`src/rtl/wfg_drive_pwm.sv`:
```
`default_nettype none
// ============================================================================
// Module      : wfg_drive_pwm
// Description : Turns each 32-bit AXI-Stream sample into the duty cycle of one
//               PWM period on pwm_o. One sample is buffered ahead (shadow) so
//               periods run back-to-back without gaps.
// Revision    : 1.0 - initial release
// ----------------------------------------------------------------------------
// Ports
//   clk                in   1      clock
//   rst_n              in   1      asynchronous active-low reset
//   wfg_axis_tdata_i   in   32     sample; duty = tdata[CNT_W-1:0]
//   wfg_axis_tvalid_i  in   1      sample valid
//   wfg_axis_tready_o  out  1      ready to accept a sample
//   ctrl_en_q_i        in   1      enable; 0 stops, flushes and idles
//   period_q_i         in   CNT_W  PWM period = period_q_i + 1 cycles (live)
//   pol_q_i            in   1      output polarity / idle level
//   pwm_o              out  1      PWM output
//   busy_o             out  1      high while a PWM period is running
//   underrun_o         out  1      one-cycle pulse: boundary with no new sample
// ============================================================================
module wfg_drive_pwm #(
  parameter int unsigned CNT_W = 16
) (
  input  logic             clk,
  input  logic             rst_n,
  input  logic [31:0]      wfg_axis_tdata_i,
  input  logic             wfg_axis_tvalid_i,
  output logic             wfg_axis_tready_o,
  input  logic             ctrl_en_q_i,
  input  logic [CNT_W-1:0] period_q_i,
  input  logic             pol_q_i,
  output logic             pwm_o,
  output logic             busy_o,
  output logic             underrun_o
);

  typedef enum logic [1:0] {
    ST_IDLE = 2'd0,
    ST_WAIT = 2'd1,
    ST_RUN  = 2'd2
  } state_t;

  state_t           r_state;
  logic [CNT_W-1:0] r_cnt;
  logic [CNT_W-1:0] r_duty_cur;
  logic [CNT_W-1:0] r_shadow;
  logic             r_shadow_vld;
  logic             r_underrun;

  state_t           w_state_nxt;
  logic [CNT_W-1:0] w_cnt_nxt;
  logic [CNT_W-1:0] w_duty_nxt;
  logic [CNT_W-1:0] w_shadow_nxt;
  logic             w_shadow_vld_nxt;
  logic             w_underrun_nxt;

  logic             w_ready;
  logic             w_take;
  logic             w_wrap;
  logic [CNT_W-1:0] w_sample;

  // Only the low CNT_W bits of a sample carry the duty; the rest are ignored.
  logic             w_unused_tdata;
  assign w_unused_tdata = ^wfg_axis_tdata_i[31:CNT_W];

  assign w_sample = wfg_axis_tdata_i[CNT_W-1:0];
  assign w_ready  = ctrl_en_q_i && (r_state != ST_IDLE) && !r_shadow_vld;
  assign w_take   = w_ready && wfg_axis_tvalid_i;
  // '>=' rather than '==' so a period shrunk below the current count wraps
  // at once instead of running the counter all the way round.
  assign w_wrap   = (r_cnt >= period_q_i);

  always_ff @(posedge clk or negedge rst_n) begin
    if (!rst_n) begin
      r_state      <= ST_IDLE;
      r_cnt        <= '0;
      r_duty_cur   <= '0;
      r_shadow     <= '0;
      r_shadow_vld <= 1'b0;
      r_underrun   <= 1'b0;
    end else begin
      r_state      <= w_state_nxt;
      r_cnt        <= w_cnt_nxt;
      r_duty_cur   <= w_duty_nxt;
      r_shadow     <= w_shadow_nxt;
      r_shadow_vld <= w_shadow_vld_nxt;
      r_underrun   <= w_underrun_nxt;
    end
  end

  always_comb begin
    w_state_nxt      = r_state;
    w_cnt_nxt        = r_cnt;
    w_duty_nxt       = r_duty_cur;
    w_shadow_nxt     = r_shadow;
    w_shadow_vld_nxt = r_shadow_vld;
    w_underrun_nxt   = 1'b0;

    if (!ctrl_en_q_i) begin
      // Disable flushes any buffered sample so it is never replayed later.
      w_state_nxt      = ST_IDLE;
      w_cnt_nxt        = '0;
      w_shadow_vld_nxt = 1'b0;
    end else begin
      case (r_state)
        ST_IDLE: begin
          w_state_nxt = ST_WAIT;
        end
        ST_WAIT: begin
          if (r_shadow_vld) begin
            w_duty_nxt       = r_shadow;
            w_shadow_vld_nxt = 1'b0;
            w_cnt_nxt        = '0;
            w_state_nxt      = ST_RUN;
          end else if (w_take) begin
            w_shadow_nxt     = w_sample;
            w_shadow_vld_nxt = 1'b1;
          end
        end
        ST_RUN: begin
          if (w_wrap) begin
            w_cnt_nxt = '0;
            if (r_shadow_vld) begin
              w_duty_nxt       = r_shadow;
              w_shadow_vld_nxt = 1'b0;
            end else if (w_take) begin
              // Sample arrives exactly on the boundary: use it straight away.
              w_duty_nxt = w_sample;
            end else begin
              // Nothing new: repeat the last duty and flag it.
              w_underrun_nxt = 1'b1;
            end
          end else begin
            w_cnt_nxt = r_cnt + 1'b1;
            if (w_take) begin
              w_shadow_nxt     = w_sample;
              w_shadow_vld_nxt = 1'b1;
            end
          end
        end
        default: begin
          w_state_nxt = ST_IDLE;
        end
      endcase
    end
  end

  assign wfg_axis_tready_o = w_ready;
  assign busy_o            = (r_state == ST_RUN);
  assign underrun_o        = r_underrun;
  // Duty above the period never reaches cnt, so the output saturates active.
  assign pwm_o             = ((r_state == ST_RUN) && (r_cnt < r_duty_cur)) ^ pol_q_i;

endmodule
`default_nettype wire

```
`config.mk`:
```
export PLATFORM = sky130hd
export DESIGN_NAME = wfg_drive_pwm
export DESIGN_NICKNAME = d
export VERILOG_FILES = /design/src/rtl/wfg_drive_pwm.sv
export SDC_FILE = /design/constraint.sdc
export NUM_CORES = 1
export LEC_CHECK = 0
export ABC_AREA = 1
export CORE_MARGIN = 3
export CORE_UTILIZATION = 40
export CTS_BUF_LIST = sky130_fd_sc_hd__clkbuf_4 sky130_fd_sc_hd__clkbuf_8
export DETAILED_ROUTE_END_ITERATION = 6
export SYNTH_ARGS = -nofsm -noshare
export SYNTH_HDL_FRONTEND = slang
export SYNTH_SLANG_ARGS = --single-unit
```
`constraint.sdc`:
```
create_clock -name clk -period 3.5 [get_ports clk]
set_input_delay 0.35 -clock clk [delete_from_list [all_inputs] [get_ports clk]]
set_output_delay 0.35 -clock clk [all_outputs]
set_load 0.1 [all_outputs]
```
==> summary.md, run 1 <==
| Metric | Value |
|---|---|
| FP Rows | `33` |
| Setup violations, final | `0` |
| Top cells by area, synth | `dfrtp_1 (37%), nand2_1 (19%), ha_1 (13%)` |
| Vias per cell | `4.787` |
| Core footprint | `8341 sq um` |
| Worst Max-Slew Pin Slew | `962.5 ps` |
| Seq/Total Area, Yosys | `0.3738` |
| Synth Cell Area | `3481 sq um` |
| CP endpoint kind | `flip-flop` |
| Startpoint Class | `flip-flop` |
| Syn Inst Count | `475` |
| Post-Route WL | `7.447 mm` |
| Relative slew slack | `0.3563` |
| Clk_lat worst skew | `320 ps` |
| Reg2reg end | `r_duty_cur[1]$_DFFE_PN0P_` |
| Crit Path Category | `flip-flop to flip-flop` |
| Detailed Route Iter0 Violations | `125` |
| Hold WC Path Type | `input port to async pin` |
| PD cells | `554.1 nW/um^2` |
| Clk_skew | `9.503 ps` |
| Max FO, Critical Path | `17` |
| Yosys warns | `0` |
| HPWL after DPL | `5.559 mm` |
| Start of the worst register-to-register path | `r_state[0]$_DFFE_PN0P_` |
| Congestion Overflow GR | `0` |
| Achievable clock frequency | `382.8 MHz` |
| DRC | `0` |
| Area Overhead vs Synth | `17.15%` |
| R2R cell count | `11` |
| Crit path time final | `2612 ps` |
| Multi-input gate area | `1887 sq um` |
| Post_cts resized | `0` |
| Synth Flop Type | `dfrtp_1` |
| H-tree depth | `2` |
| Initial antenna violation count | `0` |
| DRT antenna net count | `0` |
| IO Pins | `57` |
| Total die area | `9858 sq um` |
| Root Driver | `clkbuf_8` |
| GRT Overall Usage | `0.1599` |
| Final hold vios | `0` |
| Syn_nets | `564` |
| Synth cell types | `30` |
| Nets | `604` |
| Layout cells sized above 1 | `0.04845` |
| Setup Buffers After CTS | `0` |
| First-pass iteration count of the detailed router | `4` |
| Number of global-route vias before repair | `2927` |
| GPL Wtd Cong | `0.8061` |
| Final worst setup slack | `887.7 ps` |
| Cell type with the largest total area after synthesis | `dfrtp_1` |
| Worst Path Required | `3710 ps` |
| Synth top cells by count | `nand2_1 (180), inv_1 (56), dfrtp_1 (52), nand3_1 (47), ha_1 (36)` |
| Cts bufs inserted | `5` |
| Crit path to | `r_duty_cur[1]$_DFFE_PN0P_` |
| Hold_buf cts | `0` |
| Max Slew Vio Count | `0` |
| Most frequent cell after synthesis | `nand2_1` |
| Input/output buffers | `40` |
| First-pass GRT wire length | `13.12 mm` |
| Critical path origin | `r_state[0]$_DFFE_PN0P_` |
| CTS tree | `built` |
| Leak | `2.129 nW` |
| CTS sink cnt | `52` |
| Die W | `99.29 um` |
| Peak supply drop | `0.2306 mV` |
| Max-Cap Viols | `0` |
| WL per Instance | `11.99 um` |
| RSZ-0062 raised after global routing | `false` |
| Worst-path clk slew | `100 ps` |
| FF/Latch Area | `1301 sq um` |
| # diodes | `0` |
| Via count | `2973` |
| Share of the synthesized area in the top cell type | `0.3738` |
| Number of synthesized register bits | `52` |
| Die H | `99.29 um` |
| Largest net degree at the start of global routing | `36` |
| Post-synth EDFFs | `0` |
| Initial Util | `0.4173` |
| Fin Setup TNS | `0 ps` |
| Final period utilization | `0.7464` |
| Mean Syn Cell Area | `7.328 sq um` |
| Status | `finished, final reports clean` |
| Reg2Reg Setup Slack | `890 ps` |
| DP Worst Slack | `732.6 ps` |
| Worst EP arrival | `2820 ps` |
| Post-synthesis async set-or-reset flop share | `1.000` |
| Fill cells | `835` |
| CTS Buffer Depth | `2` |
-- placed cells by master, fill, tap and decap left out, types with 5 or more instances in the layout --
master	synthesis	final
nand2_1	180	180
inv_1	56	56
dfrtp_1	52	52
nand3_1	47	47
ha_1	36	36
clkdlybuf4s50_1	0	36
o21ai_0	22	22
nor2_1	21	21
a21oi_1	15	15
xor2_1	10	10
buf_4	4	8
clkbuf_8	0	5
-- flip-flops by register name (all words and copies together), names as in the netlist --
| register | flops |
|---|---|
| underrun_o | 1 |
| r_duty_cur | 16 |
| r_cnt | 16 |
| r_shadow | 16 |
| r_state | 2 |
| r_shadow_vld | 1 |
-- power by group --
group / leakage [nW] / switching (mW) / internal, mW
Clock: 0.0541 / 0.214 / 0.212
Combinational: 1.38 / 0.629 / 0.332
Sequential: 0.696 / 0.0982 / 0.775
-- per-stage QoR --
step	util	area (sq um)	total power [mW]	cells	hold slack, ps
floorplan	-	3481	1.608	475	54.41
global route	0.4889	4078	2.474	621	166.6
global placement	0.4755	3966	1.819	613	453.2
CTS	0.4889	4078	2.286	621	132.6
detailed placement	0.4755	3966	1.853	613	458.4
finish	0.4889	4078	2.260	621	119.7
-- kinds of logic after synthesis --
family,share of synthesized area
simple gates,0.3145
fa+ha+maj,0.1294
xor+xnor,0.03019
compound gates,0.06793
flops,0.3738
buf+inv,0.08411
-- area by class of cell --
| cell class | instances | share of cell area |
|---|---|---|
| flip-flops and latches | 52 | 0.3191 |
| clock buffers | 5 | 0.01688 |
| multi-input cells | 352 | 0.4627 |
| repair buffers | 45 | 0.1043 |
| inverters | 59 | 0.05431 |
| clock inverters | 3 | 0.01043 |
| well taps | 105 | 0.03222 |
-- metal layers --
layer  wire, um  vias up  share of wire  global-route usage
met5          0        -              0                   0
met4         89        0          0.012             0.04097
met3        368       10          0.049             0.02525
met2       3329       63           0.45              0.2681
met1       3660     1317           0.49              0.2158
li1           -     1583              -                   -
-- critical path, stage by stage (launching register included) --
cell	delay (ps)
dfrtp_1	390
inv_1	80
ha_1	340
inv_2	110
nor2_2	40
buf_4	200
inv_2	260
nor2_1	160
nor3_4	530
nand2_4	230
nand2_1	110
nand2_1	50
-- how the worst min path moves through the flow --
stage,endpoint,cells after the start,slack [ps],startpoint
floorplan,r_cnt[0]$_DFFE_PN0P_,0,50,rst_n
global placement,r_shadow[3]$_DFFE_PN0P_,2,450,r_shadow[3]$_DFFE_PN0P_
detailed placement,r_shadow[11]$_DFFE_PN0P_,2,460,r_shadow[11]$_DFFE_PN0P_
CTS,r_shadow[12]$_DFFE_PN0P_,1,130,rst_n
global route,r_shadow[12]$_DFFE_PN0P_,1,170,rst_n
finish,r_shadow[12]$_DFFE_PN0P_,1,120,rst_n
Note: power is estimated with default switching activity, not from simulation.
==> inputs of run 2 (changes only) <==
==> constraint.sdc (replaced) <==
create_clock -name clk -period 2.6 [get_ports clk]
set_input_delay 0.26 -clock clk [delete_from_list [all_inputs] [get_ports clk]]
set_output_delay 0.26 -clock clk [all_outputs]
set_load 0.1 [all_outputs]
==> run 2 against run 1 <==
Against the previous run:
- sequential power rose by 34%
- first-iteration DRC count decreased by 3.2%
- routed wire length decreased by 1.1%
- critical path type is now flip-flop to primary output
- highest routed layer unchanged
==> summary.md, run 2 (same netlist as run 1, synthesis figures left out) <==
| Metric | Value |
|---|---|
| Max-Cap Viols | `0` |
| Peak supply drop | `0.3453 mV` |
| Fin Hold WS | `422.9 ps` |
| Worst Max-Slew Pin Slew | `454.9 ps` |
| Largest registers | `r_cnt x16, r_duty_cur x16, r_shadow x16` |
| Post_cts resized | `0` |
| Most frequent cells in the layout | `nand2_1 (180), inv_1 (56), dfrtp_1 (52), nand3_1 (47)` |
| Vias per cell | `4.746` |
| PD cells | `736.1 nW/um^2` |
| Final hold vios | `0` |
| GR met1 Demand/Resource | `0.2113` |
| Total die area | `9858 sq um` |
| Met2 GRT Util | `0.2727` |
| Post-Route WL | `7.364 mm` |
| Max FO, Critical Path | `7` |
| Die H | `99.29 um` |
| FF/Latch Area | `1301 sq um` |
| Clk_lat worst skew | `310 ps` |
| Max Slew Vio Count | `0` |
| Layout cells sized above 1 | `0.06844` |
| Final worst setup slack | `255.1 ps` |
| First-pass iteration count of the detailed router | `4` |
| Setup violations, final | `0` |
| CTS Buffer Depth | `2` |
| WP depth | `10` |
| CP delay by family, top | `flip-flops` |
| Number of global-route vias before repair | `2972` |
| WL per Instance | `11.67 um` |
| Detailed Route Iter0 Violations | `121` |
| Die W | `99.29 um` |
| Startpoint Class | `flip-flop` |
| Fin Setup TNS | `0 ps` |
| CP peak stage delay | `480 ps` |
| Relative slew slack | `0.6967` |
| RSZ-0062 raised after global routing | `false` |
| Achievable clock frequency | `426.5 MHz` |
| Clk_skew | `5.218 ps` |
| Crit path time final | `2345 ps` |
| Initial antenna violation count | `0` |
| DRT antenna net count | `0` |
| # diodes | `0` |
| Nets | `614` |
| Fill cells | `836` |
| Root Driver | `clkbuf_8` |
| HPWL after DPL | `5.736 mm` |
| Final Power | `3.077 mW` |
| Area Overhead vs Synth | `20.09%` |
| Buf/Inv on CP | `1` |
| R2R cell count | `10` |
| Hold WC Path Type | `input port to async pin` |
| Post-DP Area | `4059 sq um` |
| DRC | `0` |
| GPL Wtd Cong | `0.7953` |
| Multi-input gate area | `1889 sq um` |
| CP endpoint kind | `primary output` |
| Leak | `2.183 nW` |
| Worst Path Required | `2340 ps` |
| Worst-path clk slew | `100 ps` |
| IO Pins | `57` |
| Worst EP arrival | `2080 ps` |
| Top Usage Layer GRT | `met2` |
| CTS sink cnt | `52` |
| Core footprint | `8341 sq um` |
| FP Rows | `33` |
| First-pass GRT wire length | `12.99 mm` |
| Critical path's most frequent cell | `nand2_1` |
| Met3 capacity usage during global routing | `0.02454` |
| Input/output buffers | `40` |
| Initial Util | `0.4173` |
| DP Worst Slack | `170.6 ps` |
| Congestion Overflow GR | `0` |
| GRT Overall Usage | `0.1578` |
| Status | `finished, final reports clean` |
| Crit path cell chain | `ha_1 -> a21oi_1 -> nor2_1 -> a211oi_1 -> nand2_1 -> nand2_1 -> nand3_1 -> nand2_1 -> nand2_1 -> buf_12` |
| CTS tree | `built` |
| Slowest CP cell | `dfrtp_1` |
| Final period utilization | `0.9019` |
| Crit Path Category | `flip-flop to primary output` |
| Cts bufs inserted | `5` |
| Largest net degree at the start of global routing | `21` |
| Commonest non-fill, non-tap cell in the layout | `nand2_1` |
| Via count | `2995` |
| H-tree depth | `2` |
| Cell area after layout | `4180 sq um` |
run 2: changes by cell type in the layout (fill, tap and decap cells not counted):
cell,delta
buf_4,+8
buf_12,+2
clkdlybuf4s50_1,-1
dlygate4sd3_1,+1
ha_1,-1
ha_2,+1
run 2: final cells by class:
type,instances,share of cell area
sequential,52,0.3113
clock inverter,3,0.01018
multi-input combinational,352,0.4520
inverter,59,0.05298
tap,105,0.03143
timing repair buffer,55,0.1257
clock buffer,5,0.01646
run 2: power by group:
part | switching [mW] | internal (mW) | total, mW
clock | 0.274 | 0.285 | 0.559
sequential | 0.131 | 1.04 | 1.17
combinational | 0.848 | 0.495 | 1.34
run 2: per-stage QoR:
step,std cells,util
after floorplan,475,-
after global routing,631,0.5012
final,631,0.5012
after CTS,631,0.5012
after global placement,622,0.4866
after detailed placement,622,0.4866
run 2: layer usage:
metal,vias to the layer above,share of wire,wire length (um)
met4,0,0.0060,44
met3,4,0.037,269
met5,-,0,0
met1,1340,0.49,3598
met2,48,0.47,3451
li1,1603,-,-
run 2: repair_timing:
action,CTS,global route
setup buffers,0,0
hold buffers,1,0
endpoints found under the setup margin,0,0
endpoints found under the hold margin,18,0
run 2: path summary, 6_finish.rpt:
check / start / to / slack, ps
worst min-delay path: rst_n / r_shadow[12]$_DFFE_PN0P_ / 420
worst max-delay path: r_cnt[5]$_DFFE_PN0P_ / pwm_o / 260
max in group asynchronous: rst_n / r_cnt[1]$_DFFE_PN0P_ / 1570
min in group clk: r_shadow[12]$_DFFE_PN0P_ / r_shadow[12]$_DFFE_PN0P_ / 480
worst min register to register: r_shadow[12]$_DFFE_PN0P_ / r_shadow[12]$_DFFE_PN0P_ / 480
worst max register to register: r_cnt[15]$_DFFE_PN0P_ / r_shadow[5]$_DFFE_PN0P_ / 520
==> inputs of run 3 (changes only) <==
--- a/config.mk
+++ b/config.mk
@@ -10,6 +10,7 @@
 export CORE_UTILIZATION = 40
 export CTS_BUF_LIST = sky130_fd_sc_hd__clkbuf_4 sky130_fd_sc_hd__clkbuf_8
 export DETAILED_ROUTE_END_ITERATION = 6
+export SLEW_MARGIN = 10
 export SYNTH_ARGS = -nofsm -noshare
 export SYNTH_HDL_FRONTEND = slang
 export SYNTH_SLANG_ARGS = --single-unit
==> results of run 3 <==
Final layout, timing and power as in run 2 (identical DEF).
==> variant, RTL diff (flow settings as in run 3) <==
Register the output `underrun_o` once more; this adds one clock of latency there. The other outputs are not delayed to match. Comments in the files are not updated.
--- a/src/rtl/wfg_drive_pwm.sv
+++ b/src/rtl/wfg_drive_pwm.sv
@@ -148,7 +148,9 @@
 
   assign wfg_axis_tready_o = w_ready;
   assign busy_o            = (r_state == ST_RUN);
-  assign underrun_o        = r_underrun;
+  always_ff @(posedge clk) begin
+    underrun_o <= r_underrun;
+  end
   // Duty above the period never reaches cnt, so the output saturates active.
   assign pwm_o             = ((r_state == ST_RUN) && (r_cnt < r_duty_cur)) ^ pol_q_i;
 
Behaviour: not the same (a bounded check fails within 10 cycles, from zero or initial values and one cycle with rst_n low).
==> variant against run 3 <==
Critical path depth shrank 1; sequential cell count up 1; synthesized cell count is 0.21% higher; clock power decreased by 15%; highest routed layer unchanged; worst setup slack improved by 27 ps; area after synthesis grew 0.58%; core utilization is 0.10 points lower; power down 2.4%; routed wire length did not move; design area fell by 0.21%; worst hold slack worse by 73 ps.
==> variant: results (changes against run 3) <==
GRT
  – Number of global-route vias before repair: 2986 (+0.47%)
  – Largest net degree at the start of global routing: 21 (unchanged)
  – Met1 Usage GRT: 20.5% (-0.62 points)
  – M3 GR Usage: 2.31% (-0.14 points)
  – Tot GR Track Use: 15.9% (+0.12 points)
  – Met2 usage: 27.6% (+0.31 points)
  – First-pass GRT wire length: 13100 um (+0.75%)
  – Initial antenna violation count: 0 (unchanged)

Synth
  – Asr flop ratio synth: 98.1% (-1.9 points)
  – Count of cell types in the netlist: 31 (+3.3%)
  – Synth top cells by count: nand2_1, inv_1, dfrtp_1
  – Mapped Nets: 565 (+0.18%)
  – Seq/Total Area, Yosys: 37.7% (+0.36 points)
  – Synth area leaders: dfrtp_1, nand2_1, ha_1, nand3_1, inv_1
  – Top FF cell, synth: dfrtp_1
  – Synth warn: 0 (unchanged)

Clocking
  – Clock Path Buffers: 2 (unchanged)
  – Clock transition at path regs: 100 ps (about the same)
  – Setup Fix Bufs, Post-CTS: 0 (unchanged)
  – CTS Buf Count: 5 (unchanged)
  – CTS root buf: clkbuf_8
  – Skew-Pair Late Insertion Delay: 310 ps (about the same)
  – H-tree Lvls: 2 (unchanged)

Place
  – PortBufs: 40 (unchanged)
  – DP HPWL: 5660 um (-1.4%)
  – Gpl congestion: 0.833 (+4.7%)
  – Post-place setup slack: 198 ps (+27.9 ps)

Drt
  – Max layer used: met4
  – Routed len/inst: 11.7 um (unchanged)
  – Routed vias/inst: 4.72 (-0.47%)
  – Met3 wire len: 304 um (+13%)
  – Starting DRC count in detailed routing: 108 (-11%)
  – WL met1: 3570 um (-0.89%)
  – Initial DRT Pass Iterations: 4 (unchanged)
  – Metal2 WL: 3410 um (-1.1%)

Finish
  – Fill cells: 864 (+3.3%)
  – Final nets: 614 (unchanged)
  – N_diodes: 0 (unchanged)
  – Share of cells above drive strength 1: 6.65% (-0.19 points)
  – Regs by FF count: r_cnt (16), r_duty_cur (16), r_shadow (16)

Pwr
  – Switching fraction of total power: 42.0% (+1.2 points)
  – Sequential power: 1.19 mW
  – Peak VDD IR: 0.269 mV (-22%)
  – Reported clock group power: 0.477 mW (-15%)
  – Leak pwr: 2.18 nW (-0.26%)

STA
  – Clock Skew: 4.89 ps (-0.330 ps)
  – Slew HR: 73.7% (+4.0 points)

Status
  – Status: complete, no violations

Critical path
  – WP data arrival: 2060 ps (-20 ps)
  – Worst-path maximum fanout: 7 (unchanged)

Hold path
  – Class of the worst hold path: reg -> reg
variant: per-stage QoR:
stage	hold WS, ps	total power [mW]	cells	instance area [um2]
global route	356	3.32	631	4170
finish	350	3.00	631	4170
floorplan	-35.6	2.18	476	3500
CTS	352	3.06	631	4170
detailed placement	205	2.56	622	4070
global placement	201	2.52	622	4070
variant: final timing paths:
kind                       slack, ps  cells after the start                  endpoint                  start
hold reg to reg                  350                      0        underrun_o$_DFF_P_   r_underrun$_DFF_PN0_
setup / recovery                 280                      9                     pwm_o   r_cnt[5]$_DFFE_PN0P_
hold / removal                   350                      0        underrun_o$_DFF_P_   r_underrun$_DFF_PN0_
setup reg to reg                 570                     10   r_shadow[2]$_DFFE_PN0P_  r_cnt[15]$_DFFE_PN0P_
max in group asynchronous       1570                      3    r_state[1]$_DFFE_PN0P_                  rst_n
min in group asynchronous        390                      2  r_shadow[12]$_DFFE_PN0P_                  rst_n
variant: layout make-up:
class                   count  area share [%]
clock buffers               5            1.65
repair buffers             54            12.4
well taps                 105            3.15
clock inverters             3           0.510
multi-input cells         352            45.3
inverters                  59            5.31
flip-flops and latches     53            31.7
variant: repair_timing:
action                                 4_1_cts  5_1_grt
endpoints found under the hold margin       15        0
hold buffers                                 1        0
resized for setup                            0        0
variant: logic make-up (layout without fill, tap and decap cells):
group,Yosys count,in the layout,synth area share (%)
AO/OA/AOI/OAI,44,44,6.75
XOR/XNOR,12,12,3.00
adder cells (fa/ha/maj),36,36,12.9
buffers and inverters,71,121,8.36
flip-flops,53,53,37.7
AND/OR/NAND/NOR,260,260,31.3
variant: worst max-delay path: stages, from the launching register on:
cell	delay (ps)
dfrtp_1	480
ha_1	340
a21oi_1	150
nor2_1	50
a211oi_1	160
nand2_1	100
nand2_1	90
nand4_1	80
nand2_1	130
buf_12	180
